**src/rtl/dcr_pkg.sv**
```systemverilog
// Shared types and constants for the device control register bank.
package dcr_pkg;

    // Launch sequencing states.
    typedef enum logic [1:0] {
        IDLE   = 2'd0,
        COMMIT = 2'd1,
        OFFER  = 2'd2,
        RUN    = 2'd3
    } dcr_state_e;

    // Sticky error flag layout.
    localparam int ERR_W      = 2;
    localparam int ERR_ADDR   = 0;  // write to an out-of-range address
    localparam int ERR_LAUNCH = 1;  // launch request while a launch is in flight

endpackage : dcr_pkg

```
**src/rtl/dcr_launch_fsm.sv**
```systemverilog
// Launch sequencer: IDLE -> COMMIT -> OFFER -> RUN -> IDLE.
// Emits a one-cycle commit strobe, the dispatcher handshake and busy.
module dcr_launch_fsm
    import dcr_pkg::*;
(
    input  logic clk,
    input  logic reset,          // synchronous, active-low
    input  logic launch_req_i,
    input  logic launch_ready_i,
    input  logic kernel_done_i,
    output logic commit_o,
    output logic launch_valid_o,
    output logic busy_o,
    output logic launch_err_o
);

    dcr_state_e state_q;
    dcr_state_e state_d;

    // State register with synchronous active-low reset.
    always_ff @(posedge clk) begin
        // NOTE: clocked state uses non-blocking '<=' so every register samples pre-edge values.
        if (!reset) begin
            state_q <= IDLE;
        end else begin
            state_q <= state_d;
        end
    end

    // Next-state logic; handshake and done are only honoured in their own state.
    always_comb begin
        // NOTE: default assignment first, so no path leaves state_d unassigned (no latch).
        state_d = state_q;
        unique case (state_q)
            IDLE:    if (launch_req_i)   state_d = COMMIT;
            COMMIT:                      state_d = OFFER;
            OFFER:   if (launch_ready_i) state_d = RUN;
            RUN:     if (kernel_done_i)  state_d = IDLE;
            default:                     state_d = IDLE;
        endcase
    end

    // Moore outputs plus the launch-while-busy error event.
    always_comb begin
        commit_o       = (state_q == COMMIT);
        launch_valid_o = (state_q == OFFER);
        busy_o         = (state_q != IDLE);
        launch_err_o   = launch_req_i && (state_q != IDLE);
    end

endmodule : dcr_launch_fsm

```
**src/rtl/dcr_bank.sv**
```systemverilog
// Device control register bank: host-writable shadow registers, committed
// atomically to a frozen active copy on each kernel launch.
module dcr_bank
    import dcr_pkg::*;
#(
    parameter int NUM_REGS = 4,
    parameter int DATA_W   = 8,
    parameter int ADDR_W   = $clog2(NUM_REGS)
) (
    input  logic                         clk,
    input  logic                         reset,   // synchronous, active-low
    input  logic                         device_control_write_enable,
    input  logic [ADDR_W:0]              device_control_addr,
    input  logic [DATA_W-1:0]            device_control_data,
    input  logic                         rd_active,
    output logic [DATA_W-1:0]            rd_data,
    input  logic                         launch_req,
    output logic                         launch_valid,
    input  logic                         launch_ready,
    input  logic                         kernel_done,
    output logic                         busy,
    output logic [NUM_REGS*DATA_W-1:0]   active_regs,
    output logic [DATA_W-1:0]            thread_count,
    output logic [ERR_W-1:0]             err,
    input  logic                         err_clr
);

    // Register count expressed in the address width for a width-matched compare.
    localparam logic [ADDR_W:0] NUM_REGS_A = (ADDR_W+1)'(NUM_REGS);

    logic [DATA_W-1:0] shadow_q [NUM_REGS];
    logic [DATA_W-1:0] shadow_d [NUM_REGS];
    logic [DATA_W-1:0] active_q [NUM_REGS];
    logic [DATA_W-1:0] active_d [NUM_REGS];
    logic [DATA_W-1:0] rd_data_q;
    logic [DATA_W-1:0] rd_data_d;
    logic [ERR_W-1:0]  err_q;
    logic [ERR_W-1:0]  err_d;

    logic              addr_ok;
    logic [ADDR_W-1:0] addr_idx;
    logic              commit;
    logic              launch_err;

    // The extra address MSB lets us see addresses past the last register.
    assign addr_ok  = (device_control_addr < NUM_REGS_A);
    assign addr_idx = device_control_addr[ADDR_W-1:0];

    dcr_launch_fsm u_fsm (
        .clk            (clk),
        .reset          (reset),
        .launch_req_i   (launch_req),
        .launch_ready_i (launch_ready),
        .kernel_done_i  (kernel_done),
        .commit_o       (commit),
        .launch_valid_o (launch_valid),
        .busy_o         (busy),
        .launch_err_o   (launch_err)
    );

    // Shadow update: in-range host writes land in every state.
    always_comb begin
        shadow_d = shadow_q;
        if (device_control_write_enable && addr_ok) begin
            shadow_d[addr_idx] = device_control_data;
        end
    end

    // Active copy: snapshot of the pre-edge shadow on the commit cycle, frozen otherwise.
    // A write in the commit cycle therefore only reaches the next launch.
    always_comb begin
        active_d = active_q;
        if (commit) begin
            active_d = shadow_q;
        end
    end

    // Read mux: shadow or active copy; out-of-range addresses read as zero.
    always_comb begin
        rd_data_d = '0;
        if (addr_ok) begin
            rd_data_d = rd_active ? active_q[addr_idx] : shadow_q[addr_idx];
        end
    end

    // Sticky errors: clear first, then new events, so a same-cycle set wins.
    always_comb begin
        err_d = err_clr ? '0 : err_q;
        if (device_control_write_enable && !addr_ok) begin
            err_d[ERR_ADDR] = 1'b1;
        end
        if (launch_err) begin
            err_d[ERR_LAUNCH] = 1'b1;
        end
    end

    // Register file, read data and error flags with synchronous reset.
    always_ff @(posedge clk) begin
        if (!reset) begin
            // NOTE: both register arrays are reset because their zero state is visible to host and dispatcher.
            shadow_q  <= '{default: '0};
            active_q  <= '{default: '0};
            rd_data_q <= '0;
            err_q     <= '0;
        end else begin
            shadow_q  <= shadow_d;
            active_q  <= active_d;
            rd_data_q <= rd_data_d;
            err_q     <= err_d;
        end
    end

    // Flatten the active copy: register i at bits [i*DATA_W +: DATA_W].
    for (genvar i = 0; i < NUM_REGS; i++) begin : g_flat
        assign active_regs[i*DATA_W +: DATA_W] = active_q[i];
    end

    assign thread_count = active_q[0];
    assign rd_data      = rd_data_q;
    assign err          = err_q;

endmodule : dcr_bank

```
**config.mk**
```make
export PLATFORM = sky130hd
export DESIGN_NAME = dcr_bank
export DESIGN_NICKNAME = d
export VERILOG_FILES = /design/src/rtl/dcr_pkg.sv /design/src/rtl/dcr_launch_fsm.sv /design/src/rtl/dcr_bank.sv
export SDC_FILE = /design/constraint.sdc
export NUM_CORES = 1
export LEC_CHECK = 0
export CAP_MARGIN = 20
export CELL_PAD_IN_SITES_DETAIL_PLACEMENT = 1
export CELL_PAD_IN_SITES_GLOBAL_PLACEMENT = 1
export CORE_MARGIN = 10
export CORE_UTILIZATION = 44
export CTS_BUF_LIST = sky130_fd_sc_hd__clkbuf_4
export CTS_CLUSTER_SIZE = 28
export DETAILED_ROUTE_END_ITERATION = 8
export HOLD_SLACK_MARGIN = 0.02
export PLACE_DENSITY_LB_ADDON = 0.25
export SLEW_MARGIN = 20
export SYNTH_ARGS = -nofsm -noshare
export SYNTH_HDL_FRONTEND = slang
export SYNTH_SLANG_ARGS = --single-unit
export TNS_END_PERCENT = 5
```
**constraint.sdc**
```tcl
create_clock -name clk -period 4.7 [get_ports clk]
set_clock_uncertainty 0.15 [all_clocks]
set_input_delay 0.47 -clock clk [delete_from_list [all_inputs] [get_ports clk]]
set_output_delay 0.47 -clock clk [all_outputs]
set_load 0.02 [all_outputs]
```
==> results.cfg <==
[status]
outcome = complete, no violations

[clock_tree]
hold_buffers = 0
clk_pin_slew_ns = 0.12
cts_tree = yes
post_cts_resized = 0
cts_root_buf = clkbuf_4
clock_path_buffers = 2
htreeDepth = 3
clkSinkCount = 76
post_cts_buffers = 0
cts_buffers = 9
clkLatencyLatePin_ns = 0.40

[die]
die_x_um = 108
dieHeight_um = 108
dieArea_um2 = 11600
rows = 31
core_area_um2 = 7370
start_util_pct = 45.9
num_io_pins = 71

[placement]
place_worst_setup_slack_ns = 1.71
place.gp.congestion = 0.743
io_buffers = 70
dp_hpwl_um = 6310

[final_layout]
synthToLayoutAreaGrowth_pct = 22.7
layout_common_cells = dfxtp_1 (76), clkdlybuf4s50_1 (70), mux2i_1 (56), nor2_1 (51), nand2_1 (32)
final_common_cell = dfxtp_1
nets = 406
drive_gt1_share_pct = 8.03
fin_util_pct = 56.3
num_antenna_cells = 0

[synth]
synth_cell_types = 31
yosysSeqAreaShare_pct = 45.0
synthFlopType = dfxtp_1
syn_area_um2 = 3380
async_flop_share_pct = 0
ys_ff_latch = 76
syn_avg_cell_area_um2 = 10.2
synth_edf_count = 0
yosys_warnings = 0
syn_nets = 357
syn_inst = 333

[routing]
avgViaCountPerCell = 5.40
routedWlPerCell_um = 19.2
drt-total-wl_um = 9300
dr_total_vias = 2619
drt_iter0_markers = 121
drcViolationCount = 0
ant_nets = 0
dr.pass1.iters = 4

[pwr]
power_leakage_uw = 0.00151
peakVddDrop_v = 0.000223
p_per_area_nw_per_um2 = 356

[sta]
finalHoldViolCount = 0
maxSlewViolCount = 0
clock.fmax_ghz = 0.389
fin_crit_sh_pct = 54.7
tightest_slew_ns = 1.06
rsz0062_at_grt = false
finalSetupViolCount = 0
slew_headroom_pct = 29.6
fin_setup_tns_ns = 0
hold_ws_ns = 0.333
period_needed_ns = 2.57
timing.final.ws_setup_ns = 2.13

[worst_setup_path]
start_kind = primary input
path_max_fanout = 24
worst_r2r_path_depth = 4
worst-setup-path-type = in2reg
ff2ff_setup_slack_ns = 2.65
critPathRequiredTime_ns = 4.83
regToRegStartpoint = u_fsm.state_q[1]
path_delay_family = buffers and inverters
crit_slowest_cell = clkdlybuf4s50_1
rr_endpoint = active_regs[16]
critPathBufInv = 1
end_kind = register
cp.arrival_ns = 2.70
path_cells = clkdlybuf4s50_1, and4bb_1, mux2i_1, nor2_1
cp_slowest_stage_delay_ns = 1.15

[hold_path]
holdPathEnd = shadow_q[5]
min_path_type = reg2reg
hold_path_depth = 2
hp-start = shadow_q[5]

[grt]
grt_overflow = 0
grt_max_degree = 69
grt_pass1_vias = 2719
antenna_found_initial = 0
grt_pass1_wl_um = 14900
grt_util_all_layers_pct = 16.3

[flow_run]
cap_violations = 0
how the worst max path moves through the flow:
stage / startpoint / cells after the start / end
after floorplan: device_control_addr[2] / 5 / shadow_q[24]
after global placement: device_control_addr[1] / 4 / rd_data[5]
after detailed placement: device_control_addr[1] / 4 / rd_data[3]
after CTS: device_control_addr[1] / 4 / rd_data[3]
after global routing: device_control_addr[0] / 4 / rd_data[3]
final: device_control_addr[0] / 4 / shadow_q[16]
worst reg2reg max path, cell delays in order (launching register included):
cell and delay (ns):
dfxtp_1 0.35, inv_1 0.14, ha_2 0.91, mux2i_1 0.31, nor2_1 0.07
per-stage QoR:
step | power [µW] | instances | cell area (µm²)
2_1_floorplan | 952 | 333 | 3380
3_3_place_gp | 1050 | 470 | 4000
3_5_place_dp | 1060 | 470 | 4000
4_1_cts | 1490 | 485 | 4150
5_1_grt | 1550 | 485 | 4150
6_report | 1480 | 485 | 4150
state kept, by name, indices dropped and copies added, names as in the netlist:
register       flops
active_regs       24
u_fsm.state_q      2
thread_count       8
err                2
rd_data            8
shadow_q          32
synthesized netlist by cell type, types with 4 or more instances:
| master | number | share of area (%) |
|---|---|---|
| buf_2 | 7 | 1.0 |
| dfxtp_1 | 76 | 45 |
| buf_4 | 8 | 1.8 |
| nand2_1 | 32 | 3.6 |
| nor2_1 | 51 | 5.7 |
| clkbuf_1 | 7 | 0.78 |
| o2bb2ai_1 | 8 | 2.1 |
| mux4_2 | 8 | 5.3 |
| buf_6 | 7 | 2.3 |
| inv_1 | 4 | 0.44 |
| a21oi_1 | 25 | 3.7 |
| o22a_1 | 8 | 2.1 |
| nand2b_1 | 4 | 0.74 |
| or3b_1 | 8 | 2.1 |
| ha_1 | 5 | 1.9 |
| mux2i_1 | 56 | 17 |
final cells by class:
class	instances	area, µm²
sequential	76	1520
inverter	5	21.3
timing repair buffer	71	708
multi-input combinational	219	1630
clock buffer	9	67.6
tap	99	124
fill	834	3220
clock inverter	6	80.1
logic make-up after synthesis:
group | after synthesis | share of synthesized area (%)
buf+inv | 38 | 6.96
mux | 64 | 21.9
compound gates | 46 | 8.99
flops | 76 | 45.0
simple gates | 104 | 15.3
fa+ha+maj | 5 | 1.85
where the power goes:
group	internal [µW]	switching, µW
combinational	160	191
clock	210	226
sequential	669	19.9
total	1040	437
metal layers:
metal  up-vias  track usage (%)  wire [µm]
li1       1253                -          -
met1      1284             19.6       4030
met2        73             26.7       4520
met3         9             5.81        661
met4         0             4.58         95
met5         -                0          0
No activity file was read; power rests on OpenSTA's default activity.
